--- src/rtl/wb_arb_pkg.sv ---
// Shared definitions for the two-master Wishbone BRAM arbiter.
// State encoding, bus command values and the round-robin pick rule.
package wb_arb_pkg;

  localparam int unsigned WDOG_W = 8;

  typedef enum logic [1:0] {
    ST_IDLE = 2'd0,
    ST_OWN0 = 2'd1,
    ST_OWN1 = 2'd2
  } arb_state_e;

  localparam logic READ  = 1'b0;
  localparam logic WRITE = 1'b1;

  // Grant choice from a free bus: a lone requester wins, a tie goes to the master != rr_last.
  function automatic arb_state_e arb_pick(input logic i_c0, input logic i_c1,
                                          input logic i_rr_last);
    arb_state_e w_pick;
    w_pick = ST_IDLE;
    if (i_c0 && i_c1) w_pick = i_rr_last ? ST_OWN0 : ST_OWN1;
    else if (i_c0)    w_pick = ST_OWN0;
    else if (i_c1)    w_pick = ST_OWN1;
    return w_pick;
  endfunction

endpackage

--- src/rtl/wb_ack_wdog.sv ---
// ACK watchdog: counts unanswered strobe cycles and raises a one-cycle error
// pending flag when the count reaches TIMEOUT-1 without an ACK.
module wb_ack_wdog
  import wb_arb_pkg::*;
#(
  parameter int unsigned TIMEOUT = 16
) (
  input  logic i_clk,
  input  logic i_rst_n,
  input  logic i_stb,
  input  logic i_ack,
  input  logic i_clr,
  output logic o_err_pend
);

  logic [WDOG_W-1:0] r_wdog;
  logic              r_err_pend;
  logic              w_term;

  // ACK and a grant change both win over the terminal count.
  assign w_term = i_stb & ~i_ack & ~i_clr & (r_wdog == WDOG_W'(TIMEOUT - 1));

  always_ff @(posedge i_clk or negedge i_rst_n) begin
    if (!i_rst_n) begin
      r_wdog     <= '0;
      r_err_pend <= 1'b0;
    end else begin
      r_err_pend <= w_term;
      if (~i_stb | i_ack | i_clr | w_term) r_wdog <= '0;
      else                                 r_wdog <= r_wdog + WDOG_W'(1);
    end
  end

  assign o_err_pend = r_err_pend;

endmodule

--- src/rtl/wb_arb2_bram.sv ---
// Round-robin, cycle-granular arbiter sharing one BRAM Wishbone slave between
// two masters, with an ACK watchdog that ends hung strobes with ERR.
module wb_arb2_bram
  import wb_arb_pkg::*;
#(
  parameter int unsigned AW      = 3,
  parameter int unsigned DW      = 32,
  parameter int unsigned TIMEOUT = 16
) (
  input  logic          CLK_I,
  input  logic          RST_N_I,
  input  logic          M0_CYC_I,
  input  logic          M0_STB_I,
  input  logic          M0_WE_I,
  input  logic [AW-1:0] M0_ADR_I,
  input  logic [DW-1:0] M0_DAT_I,
  output logic          M0_ACK_O,
  output logic          M0_ERR_O,
  input  logic          M1_CYC_I,
  input  logic          M1_STB_I,
  input  logic          M1_WE_I,
  input  logic [AW-1:0] M1_ADR_I,
  input  logic [DW-1:0] M1_DAT_I,
  output logic          M1_ACK_O,
  output logic          M1_ERR_O,
  output logic [DW-1:0] M_DAT_O,
  output logic          S_CYC_O,
  output logic          S_STB_O,
  output logic          S_WE_O,
  output logic [AW-1:0] S_ADR_O,
  output logic [DW-1:0] S_DAT_O,
  input  logic          S_ACK_I,
  input  logic [DW-1:0] S_DAT_I,
  output logic [1:0]    GNT_O
);

  arb_state_e r_state, w_state_nxt;
  logic       r_rr_last, w_rr_nxt;
  logic       w_err_pend;
  logic       w_gnt_chg;

  always_ff @(posedge CLK_I or negedge RST_N_I) begin
    if (!RST_N_I) begin
      r_state   <= ST_IDLE;
      r_rr_last <= 1'b1;
    end else begin
      r_state   <= w_state_nxt;
      r_rr_last <= w_rr_nxt;
    end
  end

  // Owner keeps the bus for its whole CYC; on release re-arbitrate in the same edge.
  always_comb begin
    w_state_nxt = r_state;
    w_rr_nxt    = r_rr_last;
    case (r_state)
      ST_IDLE: w_state_nxt = arb_pick(M0_CYC_I, M1_CYC_I, r_rr_last);
      ST_OWN0: begin
        if (!M0_CYC_I) begin
          w_rr_nxt    = 1'b0;
          w_state_nxt = arb_pick(M0_CYC_I, M1_CYC_I, 1'b0);
        end
      end
      ST_OWN1: begin
        if (!M1_CYC_I) begin
          w_rr_nxt    = 1'b1;
          w_state_nxt = arb_pick(M0_CYC_I, M1_CYC_I, 1'b1);
        end
      end
      default: w_state_nxt = ST_IDLE;
    endcase
  end

  assign w_gnt_chg = (w_state_nxt != r_state);

  always_comb begin
    GNT_O    = {r_state == ST_OWN1, r_state == ST_OWN0};
    S_CYC_O  = 1'b0;
    S_STB_O  = 1'b0;
    S_WE_O   = 1'b0;
    S_ADR_O  = '0;
    S_DAT_O  = '0;
    M_DAT_O  = S_DAT_I;
    if (GNT_O[0]) begin
      S_CYC_O = M0_CYC_I;
      S_STB_O = M0_STB_I & ~w_err_pend;
      S_WE_O  = M0_WE_I;
      S_ADR_O = M0_ADR_I;
      S_DAT_O = M0_DAT_I;
    end else if (GNT_O[1]) begin
      S_CYC_O = M1_CYC_I;
      S_STB_O = M1_STB_I & ~w_err_pend;
      S_WE_O  = M1_WE_I;
      S_ADR_O = M1_ADR_I;
      S_DAT_O = M1_DAT_I;
    end
    M0_ACK_O = S_ACK_I & GNT_O[0] & M0_STB_I;
    M1_ACK_O = S_ACK_I & GNT_O[1] & M1_STB_I;
    M0_ERR_O = w_err_pend & GNT_O[0];
    M1_ERR_O = w_err_pend & GNT_O[1];
  end

  wb_ack_wdog #(
    .TIMEOUT(TIMEOUT)
  ) u_wdog (
    .i_clk     (CLK_I),
    .i_rst_n   (RST_N_I),
    .i_stb     (S_STB_O),
    .i_ack     (S_ACK_I),
    .i_clr     (w_gnt_chg),
    .o_err_pend(w_err_pend)
  );

endmodule
--- config.mk ---
export PLATFORM = sky130hd
export DESIGN_NAME = wb_arb2_bram
export DESIGN_NICKNAME = d
export VERILOG_FILES = /design/src/rtl/wb_arb_pkg.sv /design/src/rtl/wb_ack_wdog.sv /design/src/rtl/wb_arb2_bram.sv
export SDC_FILE = /design/constraint.sdc
export NUM_CORES = 1
export LEC_CHECK = 0
export CORE_MARGIN = 2
export CORE_UTILIZATION = 22
export CTS_CLUSTER_SIZE = 10
export DETAILED_ROUTE_END_ITERATION = 12
export PLACE_DENSITY = 0.78
export SYNTH_ARGS = -nofsm -noshare
export SYNTH_HDL_FRONTEND = slang
export SYNTH_SLANG_ARGS = --single-unit
--- constraint.sdc ---
create_clock -name CLK_I -period 1.4 [get_ports CLK_I]
set_input_delay 0.28 -clock CLK_I [delete_from_list [all_inputs] [get_ports CLK_I]]
set_output_delay 0.28 -clock CLK_I [all_outputs]
set_load 0.02 [all_outputs]
==> impl_metrics.csv <==
group,metric,value,unit
timing,fmax,0.575,GHz
place,detailedPlace.worstSlack,-630,ps
run_status,status,"finished, violations left",
clocking,root_buffer,"clkbuf_8",
clocking,clockBufferDepth,2,
hold_path,hold_path.class,"input port to asynchronous set/reset pin",
clocking,ctsHtreeMaxLevel,1,
place,place_hpwl,4030,microns
critical_path,reg2reg_slack,-170,ps
logic_synthesis,synth_mux_area_frac,0,
critical_path,cp_slowest_cell,"dfrtp_1",
grt,grt_max_degree,17,
layout,nets,370,
clocking,cts_sinks,12,
grt,grt.total_usage,0.161,
logic_synthesis,async_reset_ff_frac,1.00,
logic_synthesis,yosys-top-cells-count,"36 x a22o_1, 33 x buf_4, 11 x dfrtp_1",
timing,finClkSkew,3.45,ps
detailed_routing,wirelength,5690,microns
logic_synthesis,synth_flop_cell,"dfrtp_1",
detailed_routing,drt_first_pass_iters,4,
layout,fillers,513,
logic_synthesis,yosys.area.top_type,"a22o_1",
logic_synthesis,synth.area.top_cells,"a22o_1 24%, dfrtp_1 21%, buf_4 19%",
place,place_inst,318,
floorplan,floorplan.initialDensity,0.225,
layout,stdcell_count,332,
timing,max-slew-margin-rel,0.814,
logic_synthesis,synth-seq-cells,12,
logic_synthesis,ys_warn_count,0,
timing,hold_violations,0,
logic_synthesis,synthSimpleGateAreaFrac,0.162,
critical_path,r2r_cells,5,
detailed_routing,vias_per_cell,4.78,
critical_path,start_kind,"flip-flop",
floorplan,core,5820,sq um
power,worst_ir_drop_vdd,0.473,mV
detailed_routing,wire_per_inst,17.1,microns
floorplan,die_h,81.1,microns
detailed_routing,drtIter0Drc,21,
floorplan,die-area,6570,sq um
timing,final_min_period_over_clock_period,1.24,
floorplan,io_pins,187,
timing,timing.final.ws_setup,-338,ps
power,p_leak,1.36,nW
logic_synthesis,synth_compound_area_frac,0.331,
detailed_routing,drtAntennaViolNets,0,
detailed_routing,drc_errors,0,
clocking,cts_tree,"done",
place,routabilityCongestion,0.741,
critical_path,crit_fanout,7,
power,power_density,860,nW/um^2
critical_path,cpPeakStageDelay,400,ps
logic_synthesis,ys_seq_area_frac,0.231,
layout,diodes,0,
logic_synthesis,syn-cell-area,1310,sq um
layout,drive_gt1_frac,0.510,
floorplan,fp-row-count,28,
run_status,violations,"setup timing",
timing,maxSlewViolCount,0,
floorplan,die_x,81.1,microns
logic_synthesis,synth_cell_types,36,
timing,rsz0062_at_grt,"true",
logic_synthesis,postSynthCellCount,146,
critical_path,critPathArrivalTime,1460,ps
critical_path,worstSetupEndpointType,"output port",
timing,worst_pin_slew,277,ps
logic_synthesis,synth_edf_count,0,
logic_synthesis,synthXorXnorAreaFrac,0.0134,
logic_synthesis,synthAdderAreaFrac,0.00958,
timing,final.min_clock_period,1740,ps
job,maxCapViolCount,0,
clocking,worstSkewPairLatency,240,ps
clocking,clk_pin_slew,50,ps
logic_synthesis,synth_nets,258,
logic_synthesis,synth_most_common_cell,"a22o_1",
grt,grt_antenna_before_repair,0,
grt,grt_overflow,0,
logic_synthesis,post-synth-top-area-fraction,0.241,
critical_path,r2r-start,"r_state[0]",
logic_synthesis,synth_top_family_by_area,"compound AO/OA/AOI/OAI gates",
logic_synthesis,avgSynthCellArea,8.95,sq um
critical_path,worstSetupPathType,"flip-flop to output port",
critical_path,crit_required,1120,ps
critical_path,path_cells,"nor2b_4, buf_12, buf_16, a22o_4, buf_6",
layout,area_growth,140,%
grt,grt_pass1_vias,1642,
detailed_routing,vias,1587,
critical_path,worstReg2RegEnd,"u_wdog.r_wdog[4]",
grt,grt_pass1_wl,8320,microns
clocking,cts_buffers,3,
place,port_buffers,122,
timing,setup_viol,53,
[layer usage]
layer	track usage	up-vias	wire [microns]
met5	0	-	0
met4	0.0458	0	94
met3	0.0411	10	625
met2	0.291	85	2800
met1	0.187	749	2180
li1	-	743	-
[worst max-delay path, delay by kind of cell (launching register included)]
family          cells  cell delay, ps
flops               1             400
buf+inv             3             390
compound gates      1             260
simple gates        1             170
[layout make-up]
class	count	area (sq um)	share of cell area
repair buffers	151	1630	0.520
flip-flops and latches	12	303	0.0968
clock buffers	4	45.0	0.0144
multi-input cells	87	1050	0.335
inverters	3	11.3	0.00360
well taps	75	93.8	0.0300
[power breakdown]
| group | switching [W] | internal, W |
|---|---|---|
| sequential | 0.0000224 | 0.000375 |
| combinational | 0.000823 | 0.00115 |
| clock | 0.000121 | 0.000200 |
[state kept, by name (all words and copies together), names as in the netlist]
register and cells:
u_wdog.r_wdog 8, r_rr_last 1, u_wdog.o_err_pend 1, r_state 2
[cell usage in the layout (no fill, tap or decap), types with 2 or more instances in the layout]
| master | Yosys | routed |
|---|---|---|
| clkbuf_8 | 0 | 3 |
| and3_4 | 0 | 2 |
| buf_12 | 0 | 5 |
| a22o_1 | 36 | 7 |
| nand3_1 | 3 | 3 |
| nor4_4 | 0 | 2 |
| and2_4 | 0 | 2 |
| o21ai_0 | 5 | 5 |
| inv_1 | 3 | 3 |
| clkdlybuf4s50_1 | 0 | 77 |
| buf_8 | 0 | 3 |
| nor4_2 | 1 | 2 |
| dfrtp_1 | 11 | 10 |
| buf_4 | 33 | 12 |
| a22o_4 | 0 | 29 |
| nand2_1 | 2 | 2 |
| or3_1 | 4 | 4 |
| a211o_4 | 0 | 2 |
| buf_6 | 3 | 52 |
| a211oi_2 | 0 | 4 |
| nor2_1 | 2 | 2 |
[worst max-delay path by stage]
| stage | start | to | slack [ps] | cells past startpoint |
|---|---|---|---|---|
| 3_3_place_gp | M0_STB_I | S_STB_O | -680 | 4 |
| 6_report | r_state[1] | S_DAT_O[15] | -340 | 5 |
| 2_1_floorplan | r_state[0] | S_DAT_O[13] | -80 | 5 |
| 3_5_place_dp | M0_STB_I | S_STB_O | -630 | 4 |
| 4_1_cts | r_state[0] | S_DAT_O[24] | -400 | 5 |
| 5_1_grt | r_state[1] | S_DAT_O[15] | -370 | 5 |
[logic make-up after synthesis]
kind of cell,count (synthesis)
AO/OA/AOI/OAI,52
XOR/XNOR,2
adder cells (fa/ha/maj),1
buffers and inverters,48
flip-flops,12
AND/OR/NAND/NOR,31
[what timing repair did]
item / 4_1_cts / 5_1_grt
pin swaps: 23 / 12
hold buffers: 0 / 0
setup buffers: 9 / 3
resized for setup: 299 / 8
endpoints found under the setup margin: 53 / 53
gates cloned: 5 / 0
[through the flow]
step | hold slack [ps] | power, W | instance area [sq um] | TNS, ps | util
after floorplan | -15.6 | 0.00147 | 1620 | -1530 | -
after global placement | 498 | 0.00209 | 2780 | -24110 | 0.479
after detailed placement | 518 | 0.00210 | 2780 | -24420 | 0.479
after CTS | 342 | 0.00274 | 3150 | -15350 | 0.541
after global routing | 358 | 0.00282 | 3130 | -16040 | 0.538
final | 343 | 0.00269 | 3130 | -13460 | 0.538
(Power assumes the default switching activity.)
